## src/rtl/shift_reg_deserializer.sv

```systemverilog
// Serial frame receiver: start bit, then WIDTH data bits MSB- or LSB-first,
// presented on a one-entry valid/ready buffer with a sticky overrun flag.
module shift_reg_deserializer #(
    parameter int WIDTH = 4
) (
    input  logic             clk,
    input  logic             rst_n,
    input  logic             sin,
    input  logic             sen,
    input  logic             dir,
    input  logic             sclr,
    output logic [WIDTH-1:0] dout,
    output logic             dvalid,
    input  logic             dready,
    output logic             busy,
    output logic             ovr,
    input  logic             ovr_clr
);

    localparam int CW = $clog2(WIDTH) + 1;

    typedef enum logic {
        IDLE = 1'b0,
        RECV = 1'b1
    } state_t;

    state_t            state_reg, state_next;
    logic [WIDTH-1:0]  sr_reg, sr_next, sr_shift;
    logic [CW-1:0]     count_reg, count_next;
    logic              dir_reg, dir_next;
    logic              post;
    logic [WIDTH-1:0]  dout_reg;
    logic              dvalid_reg;
    logic              ovr_reg;

    // Shifted word for the frame's latched direction: left inserts at bit 0, right at the MSB.
    genvar gi;
    generate
        for (gi = 0; gi < WIDTH; gi++) begin : g_shift
            if (gi == 0) begin : g_lsb
                assign sr_shift[gi] = dir_reg ? sr_reg[1] : sin;
            end else if (gi == WIDTH - 1) begin : g_msb
                assign sr_shift[gi] = dir_reg ? sin : sr_reg[WIDTH-2];
            end else begin : g_mid
                assign sr_shift[gi] = dir_reg ? sr_reg[gi+1] : sr_reg[gi-1];
            end
        end
    endgenerate

    always_comb begin
        state_next = state_reg;
        sr_next    = sr_reg;
        count_next = count_reg;
        dir_next   = dir_reg;
        post       = 1'b0;
        if (sclr) begin
            state_next = IDLE;
            count_next = '0;
        end else begin
            case (state_reg)
                IDLE: begin
                    if (sen && sin) begin
                        dir_next   = dir;
                        count_next = '0;
                        state_next = RECV;
                    end
                end
                RECV: begin
                    if (sen) begin
                        sr_next    = sr_shift;
                        count_next = count_reg + CW'(1);
                        if (count_reg == CW'(WIDTH - 1)) begin
                            state_next = IDLE;
                            post       = 1'b1;
                        end
                    end
                end
                default: state_next = IDLE;
            endcase
        end
    end

    always_ff @(posedge clk or negedge rst_n) begin
        if (!rst_n) begin
            state_reg <= IDLE;
            sr_reg    <= '0;
            count_reg <= '0;
            dir_reg   <= 1'b0;
        end else begin
            state_reg <= state_next;
            sr_reg    <= sr_next;
            count_reg <= count_next;
            dir_reg   <= dir_next;
        end
    end

    // A post on the same edge as an accept replaces the word instead of overrunning.
    always_ff @(posedge clk or negedge rst_n) begin
        if (!rst_n) begin
            dout_reg   <= '0;
            dvalid_reg <= 1'b0;
            ovr_reg    <= 1'b0;
        end else begin
            if (post && (!dvalid_reg || dready)) begin
                dout_reg   <= sr_shift;
                dvalid_reg <= 1'b1;
            end else if (dvalid_reg && dready) begin
                dvalid_reg <= 1'b0;
            end
            if (post && dvalid_reg && !dready) begin
                ovr_reg <= 1'b1;
            end else if (ovr_clr) begin
                ovr_reg <= 1'b0;
            end
        end
    end

    assign dout   = dout_reg;
    assign dvalid = dvalid_reg;
    assign ovr    = ovr_reg;
    assign busy   = (state_reg == RECV);

endmodule
```

## config.mk

```make
export PLATFORM = sky130hd
export DESIGN_NAME = shift_reg_deserializer
export DESIGN_NICKNAME = d
export VERILOG_FILES = /design/src/rtl/shift_reg_deserializer.sv
export SDC_FILE = /design/constraint.sdc
export NUM_CORES = 1
export LEC_CHECK = 0
export ABC_AREA = 1
export CAP_MARGIN = 20
export CORE_MARGIN = 2
export CORE_UTILIZATION = 30
export DETAILED_ROUTE_END_ITERATION = 12
export PLACE_DENSITY = 0.49
export SLEW_MARGIN = 30
export SYNTH_ARGS = -nofsm -noshare
export SYNTH_HDL_FRONTEND = slang
export SYNTH_SLANG_ARGS = --single-unit
```

## constraint.sdc

```tcl
create_clock -name clk -period 2.45 [get_ports clk]
set_input_delay 0.3675 -clock clk [delete_from_list [all_inputs] [get_ports clk]]
set_output_delay 0.3675 -clock clk [all_outputs]
set_load 0.05 [all_outputs]
```

; After elaboration in Yosys (flattened, before gate mapping)
; Index checks and enable logic that the tools add are counted.
[word_totals]
reg_bits = 15
in_bits = 8
out_inout_bits = 7
wordCells = 47
[op_classes]
n_addsub = 1
eq_ne = 3
muxes = 21
bitwise_logic = 2
reduce_logical = 13
[op_table]
columns = cell, count
row1 = two-way mux 1 bit, 16
row2 = two-way mux 3 bit, 3
row3 = "!= test 3 bit, second input constant", 2
row4 = case mux 3 bit (2 select lines), 1
row5 = AND reduction 3 bit, 2
row6 = logical AND 1 bit, 5
row7 = nonzero test 2 bit, 2
row8 = "adder 3 x 1 -> 3 bit, second input constant", 1
row9 = "== test 3 x 2 -> 1 bit, second input constant", 1
row10 = logical NOT 1 bit, 2
row11 = NOT 1 bit, 2
row12 = case mux 1 bit (2 select lines), 1
row13 = AND reduction 2 bit, 1
row14 = logical OR 1 bit, 1

; Depth between registers and ports, before layout
; Gate-level depths: netlist of the first run.
[depth]
word_depth = 8
ltp_mapped = 7
ltp_nobuf = 7

; Worst setup path after synthesis of the first run
; Ideal clock, no wire load.
[synth_timing]
path_kind = register to register
start = register state_reg, in the netlist busy
end = register dout_reg[0], in the netlist dout[0]
t_arrival_ns = 1.202
t_required_ns = 2.331
path_slack_ns = 1.128
stages_incl_launch_ff = 6
path_buffers = 0
path_cell_list = dfrtp_1 nand2_1 nor2_2 nand3_2 nand2_1 nand2_1
[synth_between]
elab_chain_len = 3
[synth_rtl]
columns = item, line_no
row1 = from (decl), 27  ; state_t state_reg, state_next;
row2 = from (signal assigned), 90  ; state_reg <= state_next;
row3 = two-way mux 1 bit, 60  ; case (state_reg)
row4 = two-way mux 1 bit, 56  ; if (sclr) begin
row5 = logical AND 1 bit, 104  ; if (post && (!dvalid_reg || dready)) begin
row6 = to (signal assigned), 105  ; dout_reg <= sr_shift;
row7 = to (decl), 32  ; logic [WIDTH-1:0] dout_reg;
; Every way passes these cells.
; A chain may end at the register's enable or synchronous reset.

; Worst setup path after layout of the first run
[layout_timing]
start = register state_reg, in the netlist busy
end = output port busy
[layout_rtl]
columns = item, line_no
row1 = to (decl), 15  ; output logic busy,
; No word-level cell between the ends.

==> summary.md, run 1 <==
| Metric | Value |
|---|---|
| Run status | finished, final reports clean |
| Clock share of power | 0.270 |
| Max stage delay cell, worst path | clkdlybuf4s50_1 |
| Netlist cell types | 14 |
| Switching power | 0.147 mW |
| Setup TNS | 0 ns |
| Max FO, Critical Path | 6 |
| Critical Path RT | 2.08 ns |
| Initial Util | 0.320 |
| Remaining DRCs | 0 |
| Min cycle time layout | ~1.9 ns |
| Worst-path cell chain | clkdlybuf4s50_1 |
| Final Power | 0.513 mW |
| Chip Width | 52.8 um |
| Post-Synthesis Cells | 90 |
| Vias | 619 |
| Clk buf depth | 2 |
| Worst path arrival time | 1.56 ns |
| Relative slew slack | 0.540 |
| R2R depth | 7 |
| Post-CTS Repair Setup Buffers | 0 |
| Final max-slew violation count | 0 |
| Fin nets | 119 |
| Clock latency on the worst-skew pair | 0.28 ns |
| Vert. Die Dim | 52.8 um |
| Yosys reg bits | 15 |
| # resized after CTS | 0 |
| Synth Net Count | 100 |
| Stages on worst setup path | 1 |
| Area of the multi-input gates | 302 sq um |
| Max incr delay on CP | 0.84 ns |
| Startpoint types | flop |
| Worst Tran Pin Value | 0.688 ns |
| Power Internal | 0.366 mW |
| Reg2reg start | count_reg[0]$_DFFE_PN0P_ |
| Hold Path Cell Cnt | 2 |
| PwrDens | 560 nW/um^2 |
| Register area | 375 sq um |
| Design area | 916 sq um |
| Clock Skews | slightly below 0.0003 ns |
| Sequential share of the synthesized area | 0.525 |
| Avg Cell Area, Syn | 7.94 sq um |
| Root Driver | clkbuf_4 |
| Drt initial violations | 10 |
| Origin of the worst setup path | busy$_DFF_PN0_ |
| Yosys warns | 0 |
| Final HPWL DP | 1100 um |
| First-pass GRT wire length | 2520 um |
| Remaining antenna violation count | 0 |
| Layout cells sized above 1 | 0.0741 |
| Comb pwr share | 0.162 |
| Hold buffer count at CTS | 0 |
| Largest net degree at the start of global routing | 16 |
| Row count | 17 |
| CP top delay family | buffers and inverters |
| Sw Ratio | 0.286 |
| Worst vdd ir | 0.262 mV |
| CTS tree | done |
| TritonCTS buffer count | 3 |
| Grt ovf | 0 |
| Antenna cells | 0 |
| Clock Sinks | 15 |
| DR pass1 iterations | 4 |
| Finished Core Util | 0.410 |
| I/O pin cnt | 15 |
| Final-report hold violation count | 0 |
| Worst min path class | flop to flop |
| Via density | around 4.6 |
| Clock-pin transition on the worst setup and hold timing paths | ~0.08 ns |
| Pleak | 0.458 nW |
| Period utilization | 0.787 |
| Setup crit end kind | output port |
| Core ar. | between 2000 and 2500 sq um |
| CP Class | flop to output port |
| Post-DP Area | approximately 890 sq um |
| Vias in the first global route | 561 |
| Hold_sp | dout[0]$_DFFE_PN0P_ |
| RSZ-0062 raised after global routing | no |
| Layout fillers | roughly 240 |
| WL per Instance | roughly 11 um |
| I/O Buffers | 14 |
| Synth Cell Area | 714 sq um |
| Area grow syn2layout | 28.2% |
| Initial antenna violation count | 0 |
| Final WL | 1430 um |
| DIE AREA | 2790 sq um |
| Setup-failing EPs final | 0 |
| Global placement routability congestion | 0.832 |
| Seq pwr share | 0.568 |
| H-Tree Depth | 1 |
| MaxCap Viol Count | 0 |
| Crit path buf inv count | 1 |
| Gr usage total | 0.126 |
| Highest clock rate | 519 MHz |
-- final timing paths --
path,endpoint,slack [ns]
min in group asynchronous,dir_reg$_DFFE_PN0P_,0.50
min,dout[0]$_DFFE_PN0P_,0.48
min reg2reg,dout[0]$_DFFE_PN0P_,0.48
max reg2reg,dout[3]$_DFFE_PN0P_,1.17
max in group asynchronous,dvalid$_DFFE_PN0P_,1.52
max,busy,0.52
-- layout make-up --
class	instances	share of cell area
inverters	10	0.0410
flip-flops and latches	15	0.410
multi-input cells	65	0.329
well taps	28	0.0383
repair buffers	14	0.153
clock buffers	4	0.0287
-- synthesized netlist by cell type, drive strengths merged --
cell type	instances	area [sq um]
nand2	39	149
a21oi	1	5.00
nand3b	1	7.51
nor2	5	23.8
ha	2	25.0
nand4	1	6.26
dfrtp	15	375
inv	10	37.5
nand3	8	45.0
o21ai	8	40.0
-- kinds of logic after synthesis --
logic type               synth area share
AO/OA/AOI/OAI                      0.0630
adder cells (fa/ha/maj)            0.0350
buffers and inverters              0.0525
flip-flops                          0.525
AND/OR/NAND/NOR                     0.324
-- power by group through the flow --
stage | clock (mW) | sequential (mW) | combinational [mW]
6_report | 0.139 | 0.291 | 0.0831
5_1_grt | 0.157 | 0.295 | 0.0974
4_1_cts | 0.148 | 0.290 | 0.0849
3_5_place_dp | 0 | 0.295 | 0.0841
3_3_place_gp | 0 | 0.293 | 0.0832
2_1_floorplan | 0 | 0.295 | 0.0478
-- per-stage QoR --
stage	worst slack, ns	hold slack, ns	instances
after global routing	0.454	0.508	136
after floorplan	1.13	0.0719	90
after detailed placement	0.827	0.460	132
after CTS	0.502	0.482	136
final	0.522	0.479	136
after global placement	0.855	0.458	132
-- per-layer routing --
layer	global-route usage	share of wire	up-vias
met5	0	0	-
met3	0.0600	0.048	2
met2	0.190	0.44	13
li1	-	-	319
met1	0.165	0.50	285
met4	0.0256	0.0091	0
-- tightest hold or removal path, cell delays in order, from the launching register on --
cell,delay [ns]
dfrtp_1,0.35
nand2_1,0.05
nand2_1,0.04
-- layout by cell type, fill, tap and decap left out --
| cell | count |
|---|---|
| nand3_1 | 7 |
| clkbuf_4 | 3 |
| clkdlybuf4s50_1 | 14 |
| inv_2 | 1 |
| o21ai_0 | 8 |
| clkbuf_1 | 1 |
| inv_1 | 9 |
| ha_1 | 2 |
| nand3_2 | 1 |
| nand2_2 | 1 |
| nand2_1 | 38 |
| nand3b_1 | 1 |
| nand4_1 | 1 |
| nor2_2 | 2 |
| nor2_1 | 3 |
| a21oi_1 | 1 |
| dfrtp_1 | 15 |
Power figures use the tool's default switching activity.
==> run 2: changes to the inputs <==
--- a/config.mk
+++ b/config.mk
@@ -10,7 +10,7 @@
 export CORE_MARGIN = 2
 export CORE_UTILIZATION = 30
 export DETAILED_ROUTE_END_ITERATION = 12
-export PLACE_DENSITY = 0.49
+export PLACE_DENSITY = 0.51
 export SLEW_MARGIN = 30
 export SYNTH_ARGS = -nofsm -noshare
 export SYNTH_HDL_FRONTEND = slang
==> constraint.sdc (replaced) <==
create_clock -name clk -period 1.55 [get_ports clk]
set_input_delay 0.2325 -clock clk [delete_from_list [all_inputs] [get_ports clk]]
set_output_delay 0.2325 -clock clk [all_outputs]
set_load 0.05 [all_outputs]
==> run 2 against run 1 <==
Against the previous run: highest routed layer unchanged; register-to-register slack got worse by 0.87 ns; combinational power up 65%; via count down 1.5%; critical path depth grew 6; clock-buffer cell count is 1 lower; clock skew increased by 0.0040 ns; largest power group unchanged; routed wire length fell by 4.9%.
==> summary.md, run 2 (synthesis gave the netlist of run 1 again) <==
| Metric | Value |
|---|---|
| Run status | finished, final reports clean |
| DR pass1 iterations | 3 (-1) |
| Worst min path class | input port to asynchronous set/reset pin |
| Critical Path RT | 1.73 ns (-0.35 ns) |
| Final HPWL DP | 1110 um (+0.25%) |
| Clk buf depth | 2 (unchanged) |
| Most common cell after layout, fill and taps aside | nand2_1 |
| Setup-failing EPs final | 0 (unchanged) |
| H-Tree Depth | 1 (unchanged) |
| Fin nets | 120 (+0.84%) |
| Initial Util | 0.320 (unchanged) |
| Root Driver | clkbuf_4 |
| Drt initial violations | 7 (-3) |
| Register area | 375 sq um (unchanged) |
| Startpoint types | flop |
| Worst Tran Pin Value | 0.266 ns (-0.422 ns) |
| Initial antenna violation count | 0 (unchanged) |
| Worst-path cell chain | ha_1 -> ha_1 -> inv_1 -> nor2_2 -> nand3_2 -> nand2_1 -> nand2_1 |
| Post-Layout Cell Count | 137 (+0.74%) |
| Clock-pin transition on the worst setup and hold timing paths | 0.09 ns (about the same) |
| Relative slew slack | 0.823 (+0.283) |
| Final Power | 0.814 mW (+59%) |
| Max stage delay cell, worst path | dfrtp_1 |
| First-pass GRT wire length | 2480 um (-1.6%) |
| PwrDens | 885 nW/um^2 (+58%) |
| Core ar. | 2230 sq um (unchanged) |
| CP Class | flop to flop |
| Largest net degree at the start of global routing | 16 (unchanged) |
| Final WL | 1360 um (-4.9%) |
| Vias | 610 (-1.5%) |
| I/O Buffers | 14 (unchanged) |
| Post-CTS Repair Setup Buffers | 0 (unchanged) |
| Layout fillers | 239 (+1.3%) |
| Remaining antenna violation count | 0 (unchanged) |
| Via density | 4.45 (-2.2%) |
| Setup crit end kind | flop |
| Global placement routability congestion | 0.881 (+5.9%) |
| I/O pin cnt | 15 (unchanged) |
| Clock latency on the worst-skew pair | 0.28 ns (about the same) |
| Remaining DRCs | 0 (unchanged) |
| Hold buffer count at CTS | 0 (unchanged) |
| Reg2reg start | count_reg[1]$_DFFE_PN0P_ |
| DIE AREA | 2790 sq um (unchanged) |
| MaxCap Viol Count | 0 (unchanged) |
| TritonCTS buffer count | 3 (unchanged) |
| Grt ovf | 0 (unchanged) |
| Max FO, Critical Path | 5 (-1) |
| CTS tree | done |
| Vias in the first global route | 552 (-1.6%) |
| Hold WS | 0.253 ns (-0.226 ns) |
| Area of the multi-input gates | 302 sq um (unchanged) |
| Area grow syn2layout | 28.7% |
| Period utilization | 0.807 |
| Final-report hold violation count | 0 (unchanged) |
| Row count | 17 (unchanged) |
| Antenna cells | 0 (unchanged) |
| Layout cells sized above 1 | 0.156 (+0.0819) |
| Chip Width | 52.8 um (unchanged) |
| Placed cell count | 133 (+0.76%) |
| Vert. Die Dim | 52.8 um (unchanged) |
| Clock Sinks | 15 (unchanged) |
| # resized after CTS | 0 (unchanged) |
| Pleak | 0.483 nW (+5.5%) |
| Highest clock rate | around 800 MHz |
| WL per Instance | 9.92 um (-5.6%) |
| Min cycle time layout | 1.25 ns |
| Most frequent cells in the layout | nand2_1 (38), dfrtp_1 (15), inv_1 (9) |
| Clock Skews | 0.00434 ns (+0.00404 ns) |
| Origin of the worst setup path | count_reg[1]$_DFFE_PN0P_ |
| Worst path arrival time | 1.43 ns (-0.13 ns) |
| Worst vdd ir | 0.495 mV (+89%) |
| Setup TNS | 0 ns (unchanged) |
| RSZ-0062 raised after global routing | no |
| Final max-slew violation count | 0 (unchanged) |
| Gr usage total | 0.127 (+0.000896) |
| Max incr delay on CP | 0.37 ns (-0.47 ns) |
[run 2: per-layer routing]
layer / wire, um / global-route usage
met3: 88 / 0.0600
met1: 663 / 0.169
met5: 0 / 0
met4: 17 / 0.0513
met2: 590 / 0.175
[run 2: area by class of cell]
type | count | area share
flip-flops and latches | 15 | 0.408
multi-input cells | 65 | 0.328
repair buffers | 15 | 0.155
inverters | 10 | 0.0408
well taps | 28 | 0.0381
clock buffers | 3 | 0.0245
clock inverters | 1 | 0.00544
[run 2: worst max-delay path: cells and delay by family, from the launching register on]
family | cells | cell delay (ns)
adder cells (fa/ha/maj) | 2 | 0.31
buffers and inverters | 1 | 0.05
flip-flops | 1 | 0.37
AND/OR/NAND/NOR | 4 | 0.40
[run 2: final timing paths]
check / end / slack (ns) / cells after the start
hold reg to reg: dout[1]$_DFFE_PN0P_ / 0.48 / 2
setup / recovery: dout[2]$_DFFE_PN0P_ / 0.30 / 7
max in group asynchronous: sr_reg[0]$_DFFE_PN0P_ / 1.13 / 2
min in group clk: dout[1]$_DFFE_PN0P_ / 0.48 / 2
hold / removal: dout[2]$_DFFE_PN0P_ / 0.25 / 2
setup reg to reg: dout[2]$_DFFE_PN0P_ / 0.30 / 7
[run 2: power breakdown]
part	switching, mW	leakage (nW)	total, mW	internal [mW]
Combinational	0.0816	0.261	0.137	0.0555
Sequential	0.0298	0.204	0.459	0.429
Clock	0.122	0.0177	0.218	0.0958
[run 2: per-stage QoR]
step,area (sq um),setup WS [ns],utilization
after floorplan,714,0.228,-
after global placement,892,0.158,0.399
after detailed placement,892,0.149,0.399
after CTS,920,0.292,0.412
after global routing,920,0.136,0.412
final,920,0.299,0.412
==> run 3: changes to the inputs <==
==> constraint.sdc (replaced) <==
create_clock -name clk -period 1.15 [get_ports clk]
set_input_delay 0.1725 -clock clk [delete_from_list [all_inputs] [get_ports clk]]
set_output_delay 0.1725 -clock clk [all_outputs]
set_load 0.05 [all_outputs]
==> run 3 against run 2 <==
Against the previous run: flip-flop and latch count unchanged; die area did not move; largest power group unchanged; register-to-register slack got worse by 0.32 ns; the flow now finishes with violations (negative setup slack); combinational power rose by 52%; fmax up 6.5%; critical path depth stayed put.
==> summary.md, run 3 (synthesis gave the netlist of run 1 again) <==
| Metric | Value |
|---|---|
| Design area | 1110 sq um (+21%) |
| Clk buf depth | 2 (unchanged) |
| Post-route setup slack | -0.0249 ns (-0.324 ns) |
| Pre-CTS worst setup slack | -0.176 ns (-0.326 ns) |
| Root Driver | clkbuf_4 |
| Worst vdd ir | 0.844 mV (+71%) |
| Clock-pin transition on the worst setup and hold timing paths | 0.09 ns (about the same) |
| Global placement routability congestion | 0.876 (-0.53%) |
| Setup TNS | -0.0943 ns (-0.0943 ns) |
| Setup crit end kind | flop |
| DIE AREA | 2790 sq um (unchanged) |
| Run status | complete, but fails checks |
| Clock Sinks | 15 (unchanged) |
| Core ar. | 2230 sq um (unchanged) |
| Final max-slew violation count | 0 (unchanged) |
| Gr usage total | 0.133 (+0.00555) |
| Placed cell count | 139 (+4.5%) |
| Reg2reg start | count_reg[0]$_DFFE_PN0P_ |
| Failing checks | negative setup slack |
| Post-DP Area | 1010 sq um (+14%) |
| Remaining DRCs | 0 (unchanged) |
| Startpoint types | flop |
| Final HPWL DP | 1160 um (+4.9%) |
| Via density | 4.59 (+3.0%) |
| Setup-failing EPs final | 5 (+5) |
| Area grow syn2layout | 55.2% |
| Vert. Die Dim | 52.8 um (unchanged) |
| Antenna cells | 0 (unchanged) |
| Period utilization | 1.02 (+0.214) |
| WL per Instance | 10.6 um (+6.6%) |
| I/O Buffers | 14 (unchanged) |
| I/O pin cnt | 15 (unchanged) |
| Worst min path class | input port to asynchronous set/reset pin |
| Final Power | 1.12 mW (+38%) |
| Initial Util | 0.320 (unchanged) |
| Drt initial violations | 9 (+2) |
| Remaining antenna violation count | 0 (unchanged) |
| RSZ-0062 raised after global routing | yes |
| Fin nets | 126 (+5.0%) |
| Largest net degree at the start of global routing | 16 (unchanged) |
| Layout fillers | 231 (-3.3%) |
| Initial antenna violation count | 0 (unchanged) |
| R2R depth | 7 (unchanged) |
| Post-CTS Repair Setup Buffers | 0 (unchanged) |
| Max FO, Critical Path | 5 (unchanged) |
| Highest clock rate | 851 MHz (+6.5%) |
| Final WL | 1510 um (+11%) |
| Most common cell after layout, fill and taps aside | nand2_1 |
| CTS tree | done |
| TritonCTS buffer count | 3 (unchanged) |
| Clock latency on the worst-skew pair | 0.28 ns (about the same) |
| PwrDens | 1010 nW/um^2 (+14%) |
| Worst path arrival time | 1.35 ns (-0.08 ns) |
| Worst Tran Pin Value | 0.195 ns (-0.0713 ns) |
| Pleak | 0.524 nW (+8.5%) |
| CP Class | flop to flop |
| First-pass GRT wire length | 2630 um (+6.1%) |
| Slack of the worst reg-to-reg path | -0.02 ns (-0.32 ns) |
| RR Endpoint | dout[2]$_DFFE_PN0P_ |
| Most frequent cells in the layout | nand2_1 (37), dfrtp_1 (13), inv_1 (8) |
| Hold WS | 0.199 ns (-0.0535 ns) |
| Min cycle time layout | 1.17 ns (-0.0764 ns) |
| Vias | 656 (+7.5%) |
| MaxCap Viol Count | 0 (unchanged) |
| Finished Core Util | 0.496 (+0.0846) |
| Clock Skews | 0.00321 ns (-0.00113 ns) |
| Row count | 17 (unchanged) |
| Chip Width | 52.8 um (unchanged) |
| H-Tree Depth | 1 (unchanged) |
| DR pass1 iterations | 4 (+1) |
| Relative slew slack | 0.870 (+0.0471) |
| Final-report hold violation count | 0 (unchanged) |
| Critical Path RT | 1.33 ns (-0.40 ns) |
| Post-Layout Cell Count | 143 (+4.4%) |
| Layout cells sized above 1 | 0.287 (+0.131) |
| Grt ovf | 0 (unchanged) |
| Vias in the first global route | 619 (+12%) |
-- run 3: how the worst max path moves through the flow --
stage               depth (start not counted)                  end  slack (ns)                startpoint
global route                                6  dout[0]$_DFFE_PN0P_       -0.11  count_reg[0]$_DFFE_PN0P_
global placement                            6  dout[2]$_DFFE_PN0P_       -0.15                       sen
detailed placement                          6  dout[1]$_DFFE_PN0P_       -0.18                       sen
finish                                      7  dout[2]$_DFFE_PN0P_       -0.02  count_reg[0]$_DFFE_PN0P_
CTS                                         7  dout[1]$_DFFE_PN0P_       -0.05  count_reg[1]$_DFFE_PN0P_
floorplan                                   5  dout[0]$_DFFE_PN0P_        0.01            busy$_DFF_PN0_
-- run 3: report_power, final --
group	switching, mW	total (mW)	internal (mW)
clock	0.164	0.293	0.129
combinational	0.121	0.208	0.0863
sequential	0.0418	0.620	0.578
-- run 3: cell type report --
| class | instances | area, sq um | area share |
|---|---|---|---|
| Clock buffer | 3 | 22.5 | 0.0203 |
| Clock inverter | 1 | 5.00 | 0.00451 |
| Inverter | 10 | 37.5 | 0.0339 |
| Multi-Input combinational cell | 65 | 368 | 0.332 |
| Sequential cell | 15 | 378 | 0.341 |
| Tap cell | 28 | 35.0 | 0.0316 |
| Timing Repair Buffer | 21 | 263 | 0.237 |
-- run 3: worst max-delay path: stages (launching register included) --
cell	delay (ns)
dfrtp_1	0.40
ha_4	0.16
ha_4	0.14
inv_2	0.04
nor2_4	0.12
nand3_4	0.10
nand2_1	0.07
nand2_1	0.04
-- run 3: timing repair --
action                                  4_1_cts  5_1_grt
resized for setup                            10        8
pin swaps                                     5        5
hold buffers                                  0        0
cloned                                        0        0
endpoints found under the setup margin        8       10
-- run 3: per-layer routing --
| metal | global-route usage | up-vias | share of wire |
|---|---|---|---|
| met5 | 0 | - | 0 |
| met4 | 0.0812 | 0 | 0.011 |
| met3 | 0.0286 | 2 | 0.037 |
| met2 | 0.206 | 16 | 0.47 |
| met1 | 0.166 | 304 | 0.48 |
| li1 | - | 334 | - |
